[src/rtl/foreground_prefetch_scheduler.sv]
// Raster timing generator that requests one foreground prefetch per visible line, one
// line ahead of the beam, and counts the requests dropped because the unit was busy.

module foreground_prefetch_scheduler_chk #(
  parameter int H_TOTAL = 320,
  parameter int V_TOTAL = 262
) (
  input logic       gpu_clk,
  input logic       rst_n,
  input logic [8:0] h,
  input logic [8:0] v,
  input logic       start,
  input logic [7:0] start_y,
  input logic       drop
);
  // A slot resolves to a request or a drop, never both.
  a_start_drop_exclusive: assert property (@(posedge gpu_clk) disable iff (!rst_n)
    !(start && drop));

  a_y_zero_when_idle: assert property (@(posedge gpu_clk) disable iff (!rst_n)
    (start || (start_y == 8'd0)));

  a_h_in_range: assert property (@(posedge gpu_clk) disable iff (!rst_n)
    (int'(h) < H_TOTAL));

  a_v_in_range: assert property (@(posedge gpu_clk) disable iff (!rst_n)
    (int'(v) < V_TOTAL));
endmodule

module foreground_prefetch_scheduler #(
  parameter int H_VISIBLE = 256,
  parameter int H_FRONT   = 8,
  parameter int H_SYNC    = 32,
  parameter int H_BACK    = 24,
  parameter int V_VISIBLE = 240,
  parameter int V_FRONT   = 3,
  parameter int V_SYNC    = 4,
  parameter int V_BACK    = 15
) (
  input  logic       gpu_clk,
  input  logic       rst_n,
  input  logic       prefetch_busy_i,
  output logic       prefetch_start_o,
  output logic [7:0] prefetch_y_o,
  output logic [7:0] display_x_o,
  output logic [7:0] display_y_o,
  output logic       visible_o,
  output logic       hsync_o,
  output logic       vsync_o,
  output logic       drop_o,
  output logic [7:0] drop_count_o
);
  localparam int H_TOTAL = H_VISIBLE + H_FRONT + H_SYNC + H_BACK;
  localparam int V_TOTAL = V_VISIBLE + V_FRONT + V_SYNC + V_BACK;

  localparam logic [8:0] H_LAST       = 9'(H_TOTAL - 1);
  localparam logic [8:0] H_VIS        = 9'(H_VISIBLE);
  localparam logic [8:0] H_SYNC_BEGIN = 9'(H_VISIBLE + H_FRONT);
  localparam logic [8:0] H_SYNC_END   = 9'(H_VISIBLE + H_FRONT + H_SYNC);
  localparam logic [8:0] V_LAST       = 9'(V_TOTAL - 1);
  localparam logic [8:0] V_VIS        = 9'(V_VISIBLE);
  localparam logic [8:0] V_SYNC_BEGIN = 9'(V_VISIBLE + V_FRONT);
  localparam logic [8:0] V_SYNC_END   = 9'(V_VISIBLE + V_FRONT + V_SYNC);
  // Lines below this bound still have a visible successor to fetch.
  localparam logic [8:0] V_SLOT_BOUND = 9'(V_VISIBLE - 1);
  localparam logic [7:0] DROP_MAX     = 8'hFF;

  logic [8:0] h_r;
  logic [8:0] v_r;
  logic [7:0] drop_count_r;

  logic       h_wrap_s;
  logic       v_wrap_s;
  logic       visible_s;
  logic [7:0] x_s;
  logic [7:0] y_s;
  logic       hsync_s;
  logic       vsync_s;
  logic       slot_s;
  logic [7:0] target_s;
  logic       start_s;
  logic       drop_s;
  logic [7:0] prefetch_y_s;

  // End-of-line and end-of-frame detection
  always_comb begin
    h_wrap_s = (h_r == H_LAST);
    v_wrap_s = (v_r == V_LAST);
  end

  // Beam position counters
  always_ff @(posedge gpu_clk or negedge rst_n) begin
    if (!rst_n) begin
      h_r <= 9'd0;
      v_r <= 9'd0;
    end else if (h_wrap_s) begin
      h_r <= 9'd0;
      if (v_wrap_s) begin
        v_r <= 9'd0;
      end else begin
        v_r <= v_r + 9'd1;
      end
    end else begin
      h_r <= h_r + 9'd1;
      v_r <= v_r;
    end
  end

  // Raster decode straight from the counters so the beam outputs carry no latency
  always_comb begin
    visible_s = 1'b0;
    x_s       = 8'd0;
    y_s       = 8'd0;
    hsync_s   = 1'b1;
    vsync_s   = 1'b1;
    visible_s = (h_r < H_VIS) && (v_r < V_VIS);
    if (visible_s) begin
      x_s = h_r[7:0];
      y_s = v_r[7:0];
    end else begin
      x_s = 8'd0;
      y_s = 8'd0;
    end
    if ((h_r >= H_SYNC_BEGIN) && (h_r < H_SYNC_END)) begin
      hsync_s = 1'b0;
    end else begin
      hsync_s = 1'b1;
    end
    if ((v_r >= V_SYNC_BEGIN) && (v_r < V_SYNC_END)) begin
      vsync_s = 1'b0;
    end else begin
      vsync_s = 1'b1;
    end
  end

  // Slot at the first blanking pixel; the last line of the frame fetches line 0
  always_comb begin
    slot_s       = 1'b0;
    target_s     = 8'd0;
    start_s      = 1'b0;
    drop_s       = 1'b0;
    prefetch_y_s = 8'd0;
    if (h_r == H_VIS) begin
      if (v_r < V_SLOT_BOUND) begin
        slot_s   = 1'b1;
        target_s = v_r[7:0] + 8'd1;
      end else if (v_wrap_s) begin
        slot_s   = 1'b1;
        target_s = 8'd0;
      end else begin
        slot_s   = 1'b0;
        target_s = 8'd0;
      end
    end else begin
      slot_s   = 1'b0;
      target_s = 8'd0;
    end
    if (slot_s) begin
      start_s = !prefetch_busy_i;
      drop_s  = prefetch_busy_i;
    end else begin
      start_s = 1'b0;
      drop_s  = 1'b0;
    end
    if (start_s) begin
      prefetch_y_s = target_s;
    end else begin
      prefetch_y_s = 8'd0;
    end
  end

  // Saturating count of suppressed requests
  always_ff @(posedge gpu_clk or negedge rst_n) begin
    if (!rst_n) begin
      drop_count_r <= 8'd0;
    end else if (drop_s && (drop_count_r != DROP_MAX)) begin
      drop_count_r <= drop_count_r + 8'd1;
    end else begin
      drop_count_r <= drop_count_r;
    end
  end

  assign prefetch_start_o = start_s;
  assign prefetch_y_o     = prefetch_y_s;
  assign display_x_o      = x_s;
  assign display_y_o      = y_s;
  assign visible_o        = visible_s;
  assign hsync_o          = hsync_s;
  assign vsync_o          = vsync_s;
  assign drop_o           = drop_s;
  assign drop_count_o     = drop_count_r;

  foreground_prefetch_scheduler_chk #(
    .H_TOTAL (H_TOTAL),
    .V_TOTAL (V_TOTAL)
  ) u_chk (
    .gpu_clk (gpu_clk),
    .rst_n   (rst_n),
    .h       (h_r),
    .v       (v_r),
    .start   (start_s),
    .start_y (prefetch_y_s),
    .drop    (drop_s)
  );
endmodule

[config.mk]
export PLATFORM = sky130hd
export DESIGN_NAME = foreground_prefetch_scheduler
export DESIGN_NICKNAME = d
export VERILOG_FILES = /design/src/rtl/foreground_prefetch_scheduler.sv
export SDC_FILE = /design/constraint.sdc
export NUM_CORES = 1
export LEC_CHECK = 0
export ABC_AREA = 1
export BUFFER_PORTS_ARGS = -buffer_cell sky130_fd_sc_hd__clkbuf_2
export CORE_MARGIN = 1
export CORE_UTILIZATION = 23
export CTS_CLUSTER_SIZE = 14
export DETAILED_ROUTE_END_ITERATION = 16
export SETUP_SLACK_MARGIN = 0.02
export SYNTH_ARGS = -nofsm -noshare
export SYNTH_HDL_FRONTEND = slang
export SYNTH_SLANG_ARGS = --single-unit
[constraint.sdc]
create_clock -name gpu_clk -period 5.04 [get_ports gpu_clk]
set_input_delay 1.008 -clock gpu_clk [delete_from_list [all_inputs] [get_ports gpu_clk]]
set_output_delay 1.008 -clock gpu_clk [all_outputs]
set_load 0.05 [all_outputs]
==> impl_results.md <==
- CTS tree: done
- First-pass GRT wire length: approximately 7000 µm
- Cts bufs inserted: 3
- 1st-iter DRT viols: 76
- Yosys warning total: 0
- Seq/Total Area, Yosys: approximately two fifths
- Core Region: between 6000 and 7000 µm²
- Clock period minus final worst setup slack: 3.200 ns
- Slew Limit Headroom: approximately half
- Crit share post-route: between 60% and 70%
- Post-CTS Resized: 0
- Post-DP HPWL: roughly 3000 µm
- DR vias: approximately 1500
- Yosys cell types: 28
- # Max-Cap Violations: 0
- First-pass DRT Iterations: 4
- Initial antenna violation count: 0
- Detailed-route wire length: between 4000 and 5000 µm
- R2R cell count: 9
- Area growth from synthesis to layout: 21.83%
- Worst-path clk slew: ~0.10 ns
- Crit Path Category: flop to output port
- Worst-margin pin slew: 0.7269 ns
- Wire per inst: 11.86 µm
- Critical R2R Capture: v_r[3]
- Pwr Density: roughly 180 nW/µm²
- All-Layer GR Usage: about an eighth
- Layout Nets: about 270
- Ports: 40
- Max IR drop VDD: between 0.07 and 0.08 mV
- Hold Path Origin: h_r[0]
- CP Capture Type: output port
- Placed cell count: 350
- CTS Root Cell: clkbuf_8
- Achievable frequency: 0.3125 GHz
- Mapped Cells: between 200 and 250
- Inserted Diodes: 0
- #FFs+latches synth: 26
- Final Max Tran Viols: 0
- Hold Crit Depth: 1
- DIE AREA: 7418 µm²
- DRC: 0
- H-tree Lvls: 1
- Setup violations, final: 0
- Vias in the first global route: 1462
- CP required: just over 4 ns
- Maximum fanout along the worst path: 8
- CP Data Arrival Time: between 2 and 2.5 ns
- Fin. Hold Viols: 0
- Rows: 30
- TNS Setup: 0 ns
- Sink Count: 26
- Initial core utilization: between 20% and 30%
- Gr ovfl total: 0
- Die W: around 86 µm
- Critical Path, Cell by Cell: ha_1 > nand2_1 > nor3_1 > nand3_1 > nand2_2 > nand2_2 > nor2_4 > nand2_4 > nor2_1 > clkbuf_2
- Worst skew pair latency: about 0.27 ns
- Hold Path Class: flop to flop
- Critical path's largest stage delay: between 0.4 and 0.5 ns
- Final Non-Filler Cells: roughly 350
- Clock skew: between 0.002 and 0.0025 ns
- Avg Inst Size Synth: roughly 7.5 µm²
- Share of cells above drive strength 1: between 20 and 25%
- Clock buffer depth: 2
- Dpl ws: 2.127 ns
- Synthesized netlist net count: about 230
- Setup WS post-layout: roughly 1.8 ns
- Crit path launch type: flop
- R2R setup slack: between 3 and 4 ns
- DR vias/cell: approximately 4.3
- CP max stage cell: dfrtp_1
- Filler cells: about 760
- Leakage: about 1 nW
- Most used cell, CP: nand2_2
- Hold Path Sink: h_r[0]
- DRT antenna net count: 0
- Count of hold-fix buffers inserted at cts: 0
- Cell area after synthesis: 1628 µm²
- # port buffers: 39
- Critical R2R Launch: h_r[0]
- Placer Congestion: 0.7865
- Die height: 86.13 µm
- Largest net degree at the start of global routing: 27
- Setup Buffers After CTS: 0
- RSZ-0062 raised after global routing: no
- Outcome: finished clean
-- final cells by class --
class                   count  area (µm²)  area share, %
multi-input cells         156       838.3          42.27
flip-flops and latches     26       650.6          32.81
repair buffers             39       195.2          9.842
inverters                  33       123.9          6.246
well taps                  96       120.1          6.057
clock buffers               4       55.05          2.776
-- synth_stat cells --
master      n  area, µm²
inv_2       1      3.750
o21ai_1     1      5.000
nor2_4      1      11.26
o22ai_1     4      25.02
nand4_2     1      12.51
nand3_1     9      45.04
nor4_1      1      6.260
o21ai_0     4      20.02
ha_1        5      62.56
or2_2       1      6.260
buf_2       3      15.01
nor2_2      3      18.77
nand4_1    10      62.56
o31ai_1     1      7.510
xnor2_1     3      26.28
nand2_1    50      187.7
a21oi_2     1      8.760
nor3_4      1      16.27
a21oi_1     2      10.01
nand2_4     1      11.26
nor2_1     35      131.4
nor3_1      7      35.03
nor3_2      2      20.02
xor2_1     10      87.58
o2111ai_1   1      8.760
nand2_2     2      12.51
dfrtp_1    26      650.6
inv_1      32      120.1
-- logic make-up (layout without fill, tap and decap cells) --
| logic type | after synthesis | after routing | share of synthesized area [%] |
|---|---|---|---|
| buffers and inverters | 36 | 76 | 8.532 |
| xor gates and xnor gates | 13 | 13 | 6.995 |
| and+or+nand+nor | 124 | 124 | 35.43 |
| AOI/OAI and AO/OA | 14 | 14 | 5.227 |
| adders and majority gates | 5 | 5 | 3.843 |
| DFF | 26 | 26 | 39.97 |
-- layer usage --
layer	global-route usage [%]	part of all wire (%)
met5	0	0
met4	5.303	2.0
met3	2.021	3.8
met2	18.83	48
met1	15.42	46
-- sequential cells by signal, summed over array words and instances, names as in the netlist --
register / count
v_r: 9
h_r: 9
drop_count_o: 8
-- critical path: cells and delay by family, from the launching register on --
kind	cells	cell delay, ns
flops	1	0.49
simple gates	8	0.94
buf+inv	1	0.29
fa+ha+maj	1	0.19
-- how the worst max path moves through the flow --
stage,from,endpoint,slack (ns),cells past startpoint
floorplan,prefetch_busy_i,prefetch_y_o[0],1.73,4
global placement,prefetch_busy_i,prefetch_y_o[6],2.14,5
detailed placement,prefetch_busy_i,prefetch_y_o[1],2.13,5
CTS,v_r[0],prefetch_y_o[1],1.84,10
global route,v_r[0],prefetch_y_o[0],1.64,10
finish,v_r[0],prefetch_y_o[1],1.84,10
-- placed cells by master (no fill, tap or decap) --
master,count
a21oi_1,2
inv_1,32
nor2_4,1
ha_1,5
nand4_2,1
clkbuf_2,39
nand4_1,10
nor2_1,35
o22ai_1,4
clkbuf_8,4
dfrtp_1,26
nor3_1,7
nor3_4,1
xor2_1,10
nand2_4,1
inv_2,1
o31ai_1,1
or2_2,1
nor3_2,2
nand3_1,9
nand2_1,50
a21oi_2,1
xnor2_1,3
nand2_2,2
nor4_1,1
o2111ai_1,1
o21ai_1,1
o21ai_0,4
nor2_2,3
-- report_power, final --
group | leakage (nW) | switching [mW] | internal (mW) | total, mW
logic | 0.642 | 0.00602 | 0.000636 | 0.00665
registers | 0.349 | 0 | 0.208 | 0.208
clock network | 0.0288 | 0.0720 | 0.0700 | 0.142
total | 1.02 | 0.0780 | 0.279 | 0.357
-- per-stage QoR --
| stage | hold WS [ns] | instance area, µm² | power, mW | util [%] |
|---|---|---|---|---|
| after floorplan | 0.4521 | 1628 | 0.2141 | - |
| after global placement | 0.4947 | 1928 | 0.2196 | 28.22 |
| after detailed placement | 0.4921 | 1928 | 0.2194 | 28.22 |
| after CTS | 0.5097 | 1983 | 0.3624 | 29.03 |
| after global routing | 0.5518 | 1983 | 0.3751 | 29.03 |
| final | 0.5171 | 1983 | 0.3571 | 29.03 |
(Power assumes the default switching activity.)
